==> src/rtl/cla_pkg.sv <==
// Shared types and constants for the serial carry-lookahead add/sub controller.
package cla_pkg;

  localparam int unsigned SLICE_W = 4;

  typedef enum logic [1:0] {
    IDLE = 2'd0,
    RUN  = 2'd1,
    DONE = 2'd2
  } cla_ctrl_state_t;

endpackage

==> src/rtl/cla4_slice.sv <==
// Combinational 4-bit carry-lookahead slice; c3 is the carry into bit 3 for overflow detection.
module cla4_slice
  import cla_pkg::*;
(
  input  logic [SLICE_W-1:0] a,
  input  logic [SLICE_W-1:0] b,
  input  logic               ci,
  output logic [SLICE_W-1:0] s,
  output logic               co,
  output logic               c3
);

  logic [SLICE_W-1:0] g;
  logic [SLICE_W-1:0] p;
  logic               c1;
  logic               c2;

  assign g = a & b;
  assign p = a ^ b;

  // Every carry is a flat sum of products of g/p and ci; no ripple between bits.
  assign c1 = g[0] | (p[0] & ci);
  assign c2 = g[1] | (p[1] & g[0]) | (p[1] & p[0] & ci);
  assign c3 = g[2] | (p[2] & g[1]) | (p[2] & p[1] & g[0]) | (p[2] & p[1] & p[0] & ci);
  assign co = g[3] | (p[3] & g[2]) | (p[3] & p[2] & g[1]) | (p[3] & p[2] & p[1] & g[0])
            | (p[3] & p[2] & p[1] & p[0] & ci);

  assign s = p ^ {c3, c2, c1, ci};

endmodule

==> src/rtl/cla_serial_add_ctrl.sv <==
// Sequences one shared 4-bit CLA slice over WIDTH-bit operands, one nibble per clock, LSB first.
// One operation in flight; result is held in DONE until rsp_ready.
module cla_serial_add_ctrl
  import cla_pkg::*;
#(
  parameter int unsigned WIDTH = 16
) (
  input  logic             clk,
  input  logic             rst_n,
  input  logic             req_valid,
  output logic             req_ready,
  input  logic [WIDTH-1:0] req_a,
  input  logic [WIDTH-1:0] req_b,
  input  logic             req_cin,
  input  logic             req_sub,
  output logic             rsp_valid,
  input  logic             rsp_ready,
  output logic [WIDTH-1:0] rsp_sum,
  output logic             rsp_cout,
  output logic             rsp_ovf
);

  localparam int unsigned NIB    = WIDTH / SLICE_W;
  localparam int unsigned STEP_W = (NIB > 1) ? $clog2(NIB) : 1;
  localparam logic [STEP_W-1:0] LAST_STEP = STEP_W'(NIB - 1);

  cla_ctrl_state_t   state_q, state_d;
  logic [WIDTH-1:0]  op_a_q, op_a_d;
  logic [WIDTH-1:0]  op_b_q, op_b_d;
  logic              carry_q, carry_d;
  logic [STEP_W-1:0] step_q, step_d;
  logic [WIDTH-1:0]  sum_q, sum_d;
  logic              cout_q, cout_d;
  logic              ovf_q, ovf_d;
  logic              req_ready_q, req_ready_d;
  logic              rsp_valid_q, rsp_valid_d;

  logic [SLICE_W-1:0] sl_s;
  logic               sl_co;
  logic               sl_c3;

  cla4_slice u_slice (
    .a  (op_a_q[SLICE_W-1:0]),
    .b  (op_b_q[SLICE_W-1:0]),
    .ci (carry_q),
    .s  (sl_s),
    .co (sl_co),
    .c3 (sl_c3)
  );

  // Next-state and datapath update.
  always_comb begin
    state_d = state_q;
    op_a_d  = op_a_q;
    op_b_d  = op_b_q;
    carry_d = carry_q;
    step_d  = step_q;
    sum_d   = sum_q;
    cout_d  = cout_q;
    ovf_d   = ovf_q;

    unique case (state_q)
      IDLE: begin
        if (req_valid) begin
          state_d = RUN;
          op_a_d  = req_a;
          op_b_d  = req_sub ? ~req_b : req_b;
          carry_d = req_sub ? 1'b1 : req_cin;
          step_d  = '0;
        end
      end
      RUN: begin
        // Slice result enters at the top so after the last step the LSB nibble sits at bit 0.
        sum_d   = (sum_q >> SLICE_W) | (WIDTH'(sl_s) << (WIDTH - SLICE_W));
        op_a_d  = op_a_q >> SLICE_W;
        op_b_d  = op_b_q >> SLICE_W;
        carry_d = sl_co;
        step_d  = step_q + STEP_W'(1);
        if (step_q == LAST_STEP) begin
          cout_d  = sl_co;
          ovf_d   = sl_c3 ^ sl_co;
          state_d = DONE;
        end
      end
      DONE: begin
        if (rsp_ready) state_d = IDLE;
      end
      default: state_d = IDLE;
    endcase

    req_ready_d = (state_d == IDLE);
    rsp_valid_d = (state_d == DONE);
  end

  always_ff @(posedge clk or negedge rst_n) begin
    if (!rst_n) begin
      state_q     <= IDLE;
      op_a_q      <= '0;
      op_b_q      <= '0;
      carry_q     <= 1'b0;
      step_q      <= '0;
      sum_q       <= '0;
      cout_q      <= 1'b0;
      ovf_q       <= 1'b0;
      req_ready_q <= 1'b1;
      rsp_valid_q <= 1'b0;
    end else begin
      state_q     <= state_d;
      op_a_q      <= op_a_d;
      op_b_q      <= op_b_d;
      carry_q     <= carry_d;
      step_q      <= step_d;
      sum_q       <= sum_d;
      cout_q      <= cout_d;
      ovf_q       <= ovf_d;
      req_ready_q <= req_ready_d;
      rsp_valid_q <= rsp_valid_d;
    end
  end

  assign req_ready = req_ready_q;
  assign rsp_valid = rsp_valid_q;
  assign rsp_sum   = sum_q;
  assign rsp_cout  = cout_q;
  assign rsp_ovf   = ovf_q;

endmodule

==> config.mk <==
export PLATFORM = sky130hd
export DESIGN_NAME = cla_serial_add_ctrl
export DESIGN_NICKNAME = d
export VERILOG_FILES = /design/src/rtl/cla_pkg.sv /design/src/rtl/cla4_slice.sv /design/src/rtl/cla_serial_add_ctrl.sv
export SDC_FILE = /design/constraint.sdc
export NUM_CORES = 1
export LEC_CHECK = 0
export ABC_AREA = 0
export CORE_UTILIZATION = 51
export DETAILED_ROUTE_END_ITERATION = 10
export PLACE_DENSITY = 0.91
export SYNTH_ARGS = -nofsm -noshare
export SYNTH_HDL_FRONTEND = slang
export SYNTH_SLANG_ARGS = --single-unit
export TNS_END_PERCENT = 30
==> constraint.sdc <==
create_clock -name clk -period 2.02 [get_ports clk]
set_input_delay 0.404 -clock clk [delete_from_list [all_inputs] [get_ports clk]]
set_output_delay 0.404 -clock clk [all_outputs]
set_load 0.1 [all_outputs]
---- Word level (Yosys, flattened, before mapping) ----
Cells that the tools add are included.
cells by class
  shift operators ......................... 0
  divide/modulo/power cells ............... 0
  multiplexer cells ....................... 14
  add/subtract/negate cells ............... 1
  magnitude comparators ................... 0
  equality and inequality tests ........... 5
  multiply operators ...................... 0
  reductions and logical operators ........ 5
  bitwise logic cells ..................... 32
operators with widths
  kind                                                                   count
  16-bit one-hot mux with 2 select lines                                 2
  16-bit two-way mux                                                     3
  1-bit AND                                                              16
  16-bit NOT                                                             1
  12-bit by 16-bit OR with 16-bit output                                 1
  1-bit OR                                                               10
  2-bit two-way mux                                                      4
  4-bit bitwise XOR                                                      2
  2-bit equality test, second input constant                             3
  2-bit one-hot mux with 3 select lines                                  1
  4-bit AND                                                              1
  2-bit zero test                                                        2
  2-bit one-hot mux with 2 select lines                                  1
  2-bit AND reduction                                                    2
  2-bit by 1-bit adder with 2-bit output, second input constant          1
  2-bit by 1-bit equality test with 1-bit output, second input constant  1
  1-bit two-way mux                                                      2
  2-bit != test, second input constant                                   1
  1-bit one-hot mux with 2 select lines                                  1
  2-bit nonzero test                                                     1
  1-bit bitwise XOR                                                      1
word-level totals
  memories kept ........................... 0
  latch bits .............................. 0
  register bits ........................... 57
  bits in read-only memories .............. 0
  memory bits (writable) .................. 0
  input bits .............................. 38
  word-level logic and storage cells ...... 67

---- Logic depth before layout (Yosys ltp) ----
  word-level depth ........................ 7
  mapped depth ............................ 6

---- Cells and area by module ----
Synthesis repeated with hierarchy kept, for this count alone.
unflattened totals
  cell total of the unflattened synthesis .. 305
  area total of the unflattened synthesis .. 2,902.8 um^2
by module, submodules not included
  module               times used  area an instance (um^2)  cells each  sequential area each (um^2)
  cla_serial_add_ctrl  1           2,747.6                  287         1,427.6
  cla4_slice           1           155.1                    18          0.0

---- Least setup slack after synthesis ----
Ideal clock, no wire load.
  path type ............................... register to register
  from .................................... reg op_a_q[0]
  to ...................................... reg carry_q
  cell stages (with the launch flop) ...... 6
  arrival ................................. 1,495 ps
  clock period less this slack ............ 1,621 ps
  data required time ...................... 1,894 ps
  buffers on the path ..................... 0
  setup slack ............................. 399 ps
  setup time .............................. 126 ps
  cells stage by stage .................... dfrtp_1 > ha_1 > a211oi_2 > o21bai_1 > and2_1 > a221o_1
on the way
  longest elaborated chain between the ends .. 5
  elaborated cells on any way between the ends .. 8
RTL lines
  element                                         RTL line                            source
  from (decl)                                     cla_serial_add_ctrl.sv:28           logic [WIDTH-1:0] op_a_q, op_a_d;
  from (signal assigned)                          cla_serial_add_ctrl.sv:109          op_a_q <= op_a_d;
  4-bit AND or 4-bit bitwise XOR (tied branches)  cla4_slice.sv:18, cla4_slice.sv:19
  1-bit AND, on equally long branches             cla4_slice.sv:25, cla4_slice.sv:26
  1-bit OR or 1-bit AND (tied branches)           cla4_slice.sv:25, cla4_slice.sv:26
  1-bit OR (*)                                    cla4_slice.sv:26                    | (p[3] & p[2] & p[1] & p[0] & ci);
  1-bit one-hot mux with 2 select lines (*)       cla_serial_add_ctrl.sv:62           unique case (state_q)
  to (signal assigned)                            cla_serial_add_ctrl.sv:111          carry_q <= carry_d;
  to (decl)                                       cla_serial_add_ctrl.sv:30           logic carry_q, carry_d;
Every way passes the cells marked *; elsewhere a longest branch is shown, timed or not.
A chain may end at the register's enable or synchronous reset.

---- Worst setup path after layout ----
Ends and elaborated chain as after synthesis.

==> results summary <==
The flow ran to the end, and the final reports show no timing, DRC or antenna violations. The final max-slew violation count came out at 0. The final setup slack of the worst path came out at 0.280 ns. The number of nets in the synthesized netlist is 336. The worst setup path is captured at a flop.

In this run the static leakage power is 1.62 nW. The setup fix buffers added after clock tree synthesis came out at 0. The post-synthesis instance area is 2810 um2. After Yosys synthesis, full adders, half adders and majority gates account for 2.94% of the synthesized area. The combinational fraction of design power is 55.1%. The critical path required time came out at 2.22 ns. For this run the aggregate overflow at the end of global routing stands at 0. The count of nets left with antenna violations once routing finished came out at 0. The TritonCTS sink count came out at 57.

The total track usage came out at 23.4%. The library cell used most frequently in the layout, excluding fill and tap cells, is sky130_fd_sc_hd__dfrtp_1. Setup repair after global routing left no endpoint under its margin. The sequential share of power is 31.2%. The area growth from synthesis to layout came out at 27.9%.

The final RePlAce weighted congestion is 0.826. The vertical die dimension is 76.3 um. STA classifies the critical path startpoint as a flop.

The reported max-cap violation count is 0. TritonCTS built the clock tree. The measured slew at the worst slew-check pin came out at 0.659 ns. Between clock sinks in the finished design, the worst skew comes to 0.00685 ns. The capturing point of the worst reg2reg path is carry_q.

The routed wire length per instance came out at 15.2 um. CTS placed an instance of sky130_fd_sc_hd__clkbuf_8 at the clock tree root. Data on the critical path arrives at its endpoint at 1.94 ns. The die width came out at 76.3 um.

Using the TritonRoute via totals, the vias-per-cell ratio works out to 5.65. At the placement stage, the worst setup path has a slack of 0.235 ns. Cells with a size suffix above 1 make up 13.9% of the layout. The post-cts hold buffer count is 0. The highest clock rate is 0.575 GHz. By area, the combinational part of the netlist is dominated by compound AO/OA/AOI/OAI gates. The worst register-to-register path begins at op_a_q[0]. The area of the core region came out at 5200 um2. The worst-case vdd ir drop came out at 1350 uV. The setup slack of the worst register-to-register path is 0.28 ns. The first global-routing pass estimated 10.8 mm of wire. The post-CTS resize count is 0.

The clock tree buffer depth came out at 2. The number of placed cells counting well taps is 410. The final layout contains routed wiring with a total length of 6.41 mm. The post-place instance area came out at 3430 um2. Yosys printed 0 warnings. Summing the areas of all xor and xnor instances in the mapped netlist gives 5.29% of the synthesized area. Entering global routing, the biggest net connects 34 pins.

The number of optimization iterations in the first detailed-route pass is 4. The count of H-tree levels built during CTS is 3. The count of unresolved DRC violations after routing came out at 0. The initial standard-cell utilization of the core came out at 54.0%. The total of endpoints with negative setup slack in the final report came out at 0. Counting flops and latches in the post-synthesis netlist gives 57.

The final cycle utilization of the critical path is 86.1%. The later-pin clock latency in the skew report came out at 0.32 ns. The most critical setup path has its startpoint at op_a_q[0]. The depth of the most critical reg-to-reg path came out at 5. The number of antenna violations at the first check in global routing is 0. Setup total negative slack on the finished layout was measured at 0 ns. The die outline area is 5820 um2. The share of cell area taken by muxes after synthesis came out at 0.356%. The via count of the first global-routing pass came out at 2291. In this run the worst path has a maximum fanout of 4. The worst hold path belongs to the class in2async.

The number of cell rows is 26. The tightest hold margin came out at 0.0842 ns. For this design the ratio of total power to cell area is 1860 nW/um2. The final layout contains 395 nets.

The clock-pin slew on the worst setup and hold paths came out at 0.06 ns. The critical path in this run is classified as reg2reg. The via count is 2388.

The final cell area excluding filler cells came out at 3600 um2. The internal power consumption came out at 3.37 mW. In this run the tightest slew margin relative to its limit is 56.1%. In this run the tool buffered the top-level ports with 57 buffer cells. The clock buffer count from CTS came out at 9. The number of top-level design ports is 58. For this design the total switching power over the nets is 3.34 mW. Counting distinct cell types in the post-synthesis netlist gives 35. Sequential cells were found to cover 50.8% of the synthesized design area. The repair_antennas step left the layout with diodes totalling 0. The hold violation count in the final report came out at 0.

The part of the power in the clock network came out at 13.7%. The final standard cell count with taps included and fillers excluded came out at 423. Detailed placement finished with a half-perimeter wire length of 4.52 mm. Summing the areas of all compound-gate instances in the mapped netlist gives 21.4% of the synthesized area. For this block, the initial DRC count from the detailed router was 129. Net switching is 49.8% of the power. In the layout the commonest cells are sky130_fd_sc_hd__dfrtp_1 (56), sky130_fd_sc_hd__nand2_1 (47), sky130_fd_sc_hd__clkdlybuf4s50_1 (36).

After Yosys synthesis, and, or, nand and nor cells account for 14.9% of the synthesized area. The final critical path time including I/O delays and setup is 1.74 ns. Synthesis produced 292 cells.

The average cell area after synthesis came out at 9.63 um2.
[metal layers]
metal,global-route usage [%],vias to the layer above,share of wire (%),wire length [um]
met5,0,-,0,0
met4,11.3,0,1.8,115
li1,-,1116,-,-
met2,37.8,100,50,3230
met1,30.5,1159,42,2720
met3,4.19,13,5.5,354
[logic make-up (layout without fill, tap and decap cells)]
| logic type | after synthesis | count (layout) |
|---|---|---|
| AOI/OAI and AO/OA | 98 | 98 |
| and+or+nand+nor | 88 | 88 |
| DFF | 57 | 57 |
| buffers and inverters | 25 | 86 |
| xor gates and xnor gates | 17 | 17 |
| adders and majority gates | 6 | 6 |
| muxes | 1 | 1 |
[synthesized netlist by cell type]
cell | number | area share, %
sky130_fd_sc_hd__a211oi_2 | 1 | 0.44
sky130_fd_sc_hd__a211oi_1 | 1 | 0.27
sky130_fd_sc_hd__buf_1 | 1 | 0.13
sky130_fd_sc_hd__xor2_1 | 8 | 2.5
sky130_fd_sc_hd__a22oi_1 | 15 | 4.0
sky130_fd_sc_hd__buf_2 | 12 | 2.1
sky130_fd_sc_hd__clkbuf_4 | 1 | 0.27
sky130_fd_sc_hd__dfrtp_1 | 56 | 50
sky130_fd_sc_hd__and2b_1 | 1 | 0.27
sky130_fd_sc_hd__o21bai_1 | 1 | 0.27
sky130_fd_sc_hd__o22ai_1 | 1 | 0.22
sky130_fd_sc_hd__o21ai_0 | 25 | 4.4
sky130_fd_sc_hd__inv_1 | 4 | 0.53
sky130_fd_sc_hd__a22o_1 | 5 | 1.6
sky130_fd_sc_hd__o22a_1 | 8 | 2.5
sky130_fd_sc_hd__a221o_1 | 1 | 0.36
sky130_fd_sc_hd__xnor2_1 | 9 | 2.8
sky130_fd_sc_hd__and2_1 | 1 | 0.22
sky130_fd_sc_hd__o31ai_1 | 1 | 0.27
sky130_fd_sc_hd__a31oi_1 | 2 | 0.44
sky130_fd_sc_hd__or2b_1 | 1 | 0.27
sky130_fd_sc_hd__or2_0 | 1 | 0.22
sky130_fd_sc_hd__a21o_1 | 1 | 0.27
sky130_fd_sc_hd__nor2_1 | 6 | 0.80
sky130_fd_sc_hd__ha_1 | 5 | 2.2
sky130_fd_sc_hd__o21ai_1 | 2 | 0.36
sky130_fd_sc_hd__nor2_2 | 1 | 0.22
sky130_fd_sc_hd__nand2_1 | 47 | 6.3
sky130_fd_sc_hd__mux2i_1 | 1 | 0.36
sky130_fd_sc_hd__clkbuf_1 | 5 | 0.67
sky130_fd_sc_hd__a21oi_1 | 34 | 6.0
sky130_fd_sc_hd__nor2b_1 | 30 | 6.7
sky130_fd_sc_hd__dfstp_2 | 1 | 0.93
sky130_fd_sc_hd__fa_1 | 1 | 0.71
sky130_fd_sc_hd__buf_4 | 2 | 0.53
[worst max-delay path, stage by stage (launching register included)]
cell and delay, ns:
sky130_fd_sc_hd__dfrtp_1 0.38, sky130_fd_sc_hd__ha_1 0.34, sky130_fd_sc_hd__a211oi_2 0.25, sky130_fd_sc_hd__o21bai_1 0.16, sky130_fd_sc_hd__and2_1 0.22, sky130_fd_sc_hd__a221o_1 0.29
[cell type report]
| type | instances | area [um2] |
|---|---|---|
| tap | 70 | 87.6 |
| clock buffer | 13 | 169 |
| sequential | 57 | 1430 |
| multi-input combinational | 210 | 1270 |
| timing repair buffer | 69 | 631 |
| fill | 434 | 1610 |
| inverter | 4 | 15.0 |
[flip-flops by register name, summed over array words and instances, names as in the netlist]
name,count
op_a_q,16
carry_q,1
step_q,2
rsp_valid,1
rsp_sum,16
rsp_cout,1
req_ready,1
op_b_q,16
state_q,2
rsp_ovf,1
[how the worst max path moves through the flow]
stage | to | slack [ns] | cells past startpoint
floorplan | carry_q | 0.40 | 5
global placement | op_b_q[6] | 0.29 | 5
detailed placement | op_b_q[9] | 0.24 | 5
CTS | carry_q | 0.28 | 5
global route | op_a_q[8] | 0.16 | 4
finish | carry_q | 0.28 | 5
[power by group through the flow]
stage                     Clock [mW]  Sequential, mW  Combinational [mW]
after global routing           0.984            2.16                3.97
after floorplan                    0            3.25                1.60
after detailed placement           0            2.09                3.69
after global placement             0            2.07                3.54
after CTS                      0.933            2.08                3.71
final                          0.917            2.09                3.70
[metrics by stage]
step	utilization, %	power (mW)
finish	69.1	6.71
global route	69.1	7.11
CTS	69.1	6.73
detailed placement	65.9	5.78
global placement	65.9	5.61
floorplan	-	4.85
(Power assumes the default switching activity.)
